--- src/rtl/life_pkg.sv ---
// Shared types and helpers for the Game-of-Life generation engine.
package life_pkg;

  localparam int GEN_W = 16;

  typedef enum logic [1:0] {
    S_IDLE   = 2'd0,
    S_SCAN   = 2'd1,
    S_COMMIT = 2'd2
  } life_state_t;

  // Flat cell index plus a flag saying whether the neighbour exists at all.
  typedef struct packed {
    logic        vld;
    logic [30:0] idx;
  } cell_ref_t;

  // Map a possibly off-grid (r,c) to a flat index. With wrap the grid is a
  // torus; without it, anything off the edge is reported invalid (dead).
  function automatic cell_ref_t wrap_idx(input int r, input int c,
                                         input int rows, input int cols,
                                         input bit wrap);
    cell_ref_t res;
    int        rr;
    int        cc;
    rr      = r;
    cc      = c;
    res.vld = 1'b1;
    if (rr < 0) begin
      rr = rr + rows;
      if (!wrap) res.vld = 1'b0;
    end else if (rr >= rows) begin
      rr = rr - rows;
      if (!wrap) res.vld = 1'b0;
    end
    if (cc < 0) begin
      cc = cc + cols;
      if (!wrap) res.vld = 1'b0;
    end else if (cc >= cols) begin
      cc = cc - cols;
      if (!wrap) res.vld = 1'b0;
    end
    res.idx = res.vld ? 31'(rr * cols + cc) : '0;
    return res;
  endfunction

endpackage

--- src/rtl/life_rule.sv ---
// B3/S23 rule for one cell of one channel.
module life_rule (
  input  logic [7:0] nb,
  input  logic       self_bit,
  output logic       next_bit
);

  logic [3:0] cnt;

  // Population of the 8 neighbours (0..8 fits in 4 bits).
  always_comb begin
    cnt = '0;
    for (int i = 0; i < 8; i++) cnt = cnt + {3'b000, nb[i]};
  end

  // Birth on exactly 3, survival on 2 or 3.
  always_comb begin
    next_bit = (cnt == 4'd3) | (self_bit & (cnt == 4'd2));
  end

endmodule

--- src/rtl/life_engine.sv ---
// Game-of-Life generation engine: NCH independent grids, one cell per cycle
// into a shadow buffer, atomic commit with a one-cycle done pulse.
module life_engine
  import life_pkg::*;
#(
  parameter  int ROWS = 8,
  parameter  int COLS = 8,
  parameter  int NCH  = 3,
  parameter  int WRAP = 1,
  localparam int N    = ROWS * COLS,
  localparam int AW   = $clog2(N)
) (
  input  logic             clk,
  input  logic             rst_n,
  input  logic             step,
  output logic             busy,
  output logic             done,
  output logic [GEN_W-1:0] gen_count,
  input  logic             seed_we,
  input  logic [AW-1:0]    seed_addr,
  input  logic [NCH-1:0]   seed_val,
  input  logic [AW-1:0]    rd_addr,
  output logic [NCH-1:0]   rd_data
);

  localparam int RW = (ROWS > 1) ? $clog2(ROWS) : 1;
  localparam int CW = (COLS > 1) ? $clog2(COLS) : 1;
  localparam logic [AW:0]   N_L   = (AW+1)'(N);
  localparam logic [AW-1:0] LAST  = AW'(N - 1);
  localparam logic [CW-1:0] C_END = CW'(COLS - 1);

  life_state_t              state;
  logic [NCH-1:0][N-1:0]    cur;
  logic [NCH-1:0][N-1:0]    nxt;
  logic [AW-1:0]            idx;
  logic [RW-1:0]            row;
  logic [CW-1:0]            col;

  logic [NCH-1:0][7:0]      nb;
  logic [NCH-1:0]           self_bits;
  logic [NCH-1:0]           new_bits;
  logic [NCH-1:0]           rd_bits;
  logic                     seed_ok;
  logic                     rd_ok;

  assign seed_ok = ({1'b0, seed_addr} < N_L);
  assign rd_ok   = ({1'b0, rd_addr} < N_L);

  // Gather the 8 neighbours of the scan cell from cur; row/col shadow idx
  // so no divider is needed.
  always_comb begin
    cell_ref_t nref;
    logic [2:0] k;
    nb        = '0;
    self_bits = '0;
    k         = '0;
    for (int dr = -1; dr <= 1; dr++) begin
      for (int dc = -1; dc <= 1; dc++) begin
        if (dr != 0 || dc != 0) begin
          nref = wrap_idx(int'(row) + dr, int'(col) + dc, ROWS, COLS, WRAP != 0);
          for (int ch = 0; ch < NCH; ch++)
            nb[ch][k] = nref.vld & cur[ch][nref.idx[AW-1:0]];
          k = k + 3'd1;
        end
      end
    end
    for (int ch = 0; ch < NCH; ch++) self_bits[ch] = cur[ch][idx];
  end

  life_rule u_rule [NCH-1:0] (
    .nb       (nb),
    .self_bit (self_bits),
    .next_bit (new_bits)
  );

  // Read port mux; out-of-range addresses read as dead.
  always_comb begin
    rd_bits = '0;
    for (int ch = 0; ch < NCH; ch++)
      rd_bits[ch] = rd_ok ? cur[ch][rd_addr] : 1'b0;
  end

  // Control FSM with grid state: seeding in IDLE, scan into nxt, commit.
  always_ff @(posedge clk or negedge rst_n) begin
    if (!rst_n) begin
      state     <= S_IDLE;
      cur       <= '0;
      nxt       <= '0;
      idx       <= '0;
      row       <= '0;
      col       <= '0;
      gen_count <= '0;
      busy      <= 1'b0;
      done      <= 1'b0;
    end else begin
      done <= 1'b0;
      unique case (state)
        S_IDLE: begin
          // The seed write and a same-cycle step coexist: scan starts next
          // cycle, so it already sees the freshly written cell.
          if (seed_we && seed_ok)
            for (int ch = 0; ch < NCH; ch++) cur[ch][seed_addr] <= seed_val[ch];
          if (step) begin
            state <= S_SCAN;
            busy  <= 1'b1;
            idx   <= '0;
            row   <= '0;
            col   <= '0;
          end
        end
        S_SCAN: begin
          for (int ch = 0; ch < NCH; ch++) nxt[ch][idx] <= new_bits[ch];
          if (idx == LAST) begin
            state <= S_COMMIT;
          end else begin
            idx <= idx + 1'b1;
            if (col == C_END) begin
              col <= '0;
              row <= row + 1'b1;
            end else begin
              col <= col + 1'b1;
            end
          end
        end
        S_COMMIT: begin
          cur       <= nxt;
          gen_count <= gen_count + 1'b1;
          done      <= 1'b1;
          busy      <= 1'b0;
          state     <= S_IDLE;
        end
        default: state <= S_IDLE;
      endcase
    end
  end

  // Registered read port; always shows the displayed generation.
  always_ff @(posedge clk or negedge rst_n) begin
    if (!rst_n) rd_data <= '0;
    else        rd_data <= rd_bits;
  end

endmodule

--- config.mk ---
export PLATFORM = sky130hd
export DESIGN_NAME = life_engine
export DESIGN_NICKNAME = d
export VERILOG_FILES = /design/src/rtl/life_pkg.sv /design/src/rtl/life_rule.sv /design/src/rtl/life_engine.sv
export SDC_FILE = /design/constraint.sdc
export NUM_CORES = 1
export LEC_CHECK = 0
export BUFFER_PORTS_ARGS = -buffer_cell sky130_fd_sc_hd__buf_2
export CAP_MARGIN = 0
export CELL_PAD_IN_SITES_DETAIL_PLACEMENT = 2
export CELL_PAD_IN_SITES_GLOBAL_PLACEMENT = 2
export CORE_ASPECT_RATIO = 0.9
export CORE_MARGIN = 2
export CORE_UTILIZATION = 40
export CTS_BUF_LIST = sky130_fd_sc_hd__clkbuf_4 sky130_fd_sc_hd__clkbuf_8
export DETAILED_ROUTE_END_ITERATION = 8
export PLACE_DENSITY = 0.88
export SYNTH_ARGS = -nofsm -noshare
export SYNTH_HDL_FRONTEND = slang
export SYNTH_SLANG_ARGS = --single-unit
--- constraint.sdc ---
create_clock -name clk -period 7.53 [get_ports clk]
set_input_delay 0.3765 -clock clk [delete_from_list [all_inputs] [get_ports clk]]
set_output_delay 0.3765 -clock clk [all_outputs]
set_load 0.05 [all_outputs]
==> qor.csv <==
metric,value,unit
fin_ws,185.2,ps
final-setup-viol-count,0,
io_buffers,39,
gp_congestion,0.9925,
dieArea,70070,um^2
via_count,25200,
routed_wl,131700,um
worst_pin_slew,1424,ps
cts_root_buffer,clkbuf_8,
report.final.slew_viol_count,0,
ys_ff_latch,419,
place_ws,5.940,ps
start_util,40.51,%
synth.most_common_cell,nand2_1,
worst_ep_arrival_time,7940,ps
hold_class,primary input to flop,
area_growth,10.95,%
async_reset_ff_share,100.0,%
globalRouteTotalUtil,37.56,%
clock_sinks,419,
synth_edf_count,0,
grt_max_degree,207,
first_pass_iters,5,
ant_nets,0,
hpwl,84030,um
drt-wirelength-per-cell,36.98,um
synth-adder-area-share,2.283,%
overflow,0,
relSlewSlack,4.590,%
max-cap-violations,0,
yosysTopAreaCell,dfrtp_1,
grt_pass1_wl,193200,um
fp.coreArea,67110,um^2
ys_top_cells_by_area,"dfrtp_1 39%, mux4_2 19%, mux2i_1 9.4%",
max_clock_freq,0.1362,GHz
clk_latency,760,ps
setup_tns,0,ps
drtIter0Drc,3472,
status,"complete, no violations",
rows,90,
synth_common_cells,"528 x nand2_1, 419 x dfrtp_1, 375 x o21ai_0, 255 x mux2i_1, 231 x mux4_2",
drc_errors,0,
synth_compound_area_share,11.97,%
clockBufferDepth,3,
die_y,251.3,um
required,8120,ps
synth_xor_area_share,0.9665,%
synth_top_family_by_area,multiplexers,
vias_per_cell,7.079,
finClkSkew,77.14,ps
antenna_found_initial,11,
syn_area,27180,um^2
synth_top_area_share,38.57,%
seq_area_frac_synth,38.57,%
min_period,7345,ps
finalHoldViolCount,0,
fin_crit_sh,97.54,%
synth_cell_types,69,
muxShareOfSynthArea,30.68,%
cts_buffers,79,
fin_nets,2676,
htree_levels,3,
die_w,278.8,um
cts_tree,done,
yosys.area_share.simple,11.80,%
syn_inst,2621,
io_pins,40,
synthFlopType,dfrtp_1,
start_kind,flop,
grt_pass1_vias,27300,
path_class,flop to flop,
path_max_fanout,68,
endpoint_kind,flop,
drive_above_1_share,21.16,%
syn_avg_cell_area,10.37,um^2
clk_pin_slew,60,ps
final_util,44.94,%
yosys_warnings,0,
-- flip-flops by register name, summed over array words and instances (netlist names) --
| register | cells |
|---|---|
| col | 3 |
| nxt | 192 |
| cur | 192 |
| busy | 1 |
| state | 2 |
| idx | 6 |
| row | 3 |
| rd_data | 3 |
| gen_count | 16 |
| done | 1 |
-- path summary, 6_finish.rpt --
check / from / slack (ps) / end / cells after the start
min in group asynchronous: rst_n / 350 / nxt[84] / 2
worst min-delay path: rd_addr[5] / 90 / rd_data[1] / 2
max in group asynchronous: rst_n / 5610 / nxt[186] / 3
worst min register to register: nxt[58] / 480 / cur[58] / 2
worst max-delay path: col[0] / 190 / nxt[90] / 21
worst max register to register: col[0] / 190 / nxt[90] / 21
-- stage by stage --
step	hold WS (ps)	instances	instance area, um^2
final	89.06	3560	30160
after global routing	79.72	3554	30150
after CTS	53.46	3549	30070
after global placement	458.6	3404	28350
after detailed placement	471.1	3404	28350
after floorplan	80.91	2624	27220
-- placed cells by master (no fill, tap or decap), drive strengths merged, types with 6 or more instances in the layout --
master	Yosys	routed
nand2	528	528
dfrtp	419	419
o21ai	385	385
mux2i	255	255
mux4	231	231
clkbuf	131	125
nor2	114	114
buf	61	101
inv	59	63
mux2	52	52
a21oi	48	48
nand3	31	31
ha	24	24
a31oi	21	21
o31ai	21	21
xnor2	18	18
fa	16	16
o22ai	14	14
a221oi	14	14
xor2	12	12
clkinv	3	12
nor2b	11	11
nand3b	11	11
nor3	11	11
and3	10	10
nor3b	10	10
nand4	9	9
and2	9	9
a221o	8	8
a211oi	8	8
diode	0	7
o211ai	7	7
nand2b	7	7
a22oi	7	7
o32ai	6	6
or2	6	6
-- final cells by class --
class | instances | area, um^2
fill | 6798 | 36950
multi-input combinational | 1951 | 15830
sequential | 419 | 10500
clock buffer | 124 | 1519
tap | 874 | 1094
timing repair buffer | 104 | 783.3
inverter | 62 | 240.2
clock inverter | 19 | 178.9
antenna | 7 | 17.52
-- timing repair --
item / in CTS / in global routing
pin swaps: 0 / 2
buffers inserted: 0 / 3
endpoints found under the hold margin: 110 / 0
resized for setup: 1 / 12
setup endpoints to repair: 14 / 180
hold buffers: 2 / 0
gates cloned: 0 / 1
-- cells by family (layout without fill, tap and decap cells) --
logic type / after synthesis / in the layout
AO/OA/AOI/OAI: 569 / 569
buffers and inverters: 254 / 309
AND/OR/NAND/NOR: 770 / 770
flip-flops: 419 / 419
multiplexers: 538 / 538
adder cells (fa/ha/maj): 40 / 40
XOR/XNOR: 30 / 30
other: 1 / 11
-- routing by layer --
metal  vias up  share of wire [%]  track usage, %
met2      1997                 44           56.58
met5         -              0.058               0
met4        10                7.2           22.60
met3       689                 12           12.66
li1       9598                  -               -
met1     12910                 36           46.89
-- critical path: stages (launching register included) --
cell,delay (ps)
dfrtp_4,460
buf_12,400
buf_4,600
mux4_2,640
mux2i_1,650
a21oi_1,200
or3b_2,470
o211a_1,130
ha_1,280
inv_1,50
fa_1,500
fa_1,490
inv_1,90
fa_1,190
inv_1,70
fa_1,410
a211oi_1,280
mux2i_1,160
nor2_2,290
o41ai_4,160
buf_6,240
o21ai_0,370
Power is left out: the tool's default activity adds up to more than one toggle a clock period on the data nets, which glitch-free logic cannot reach.
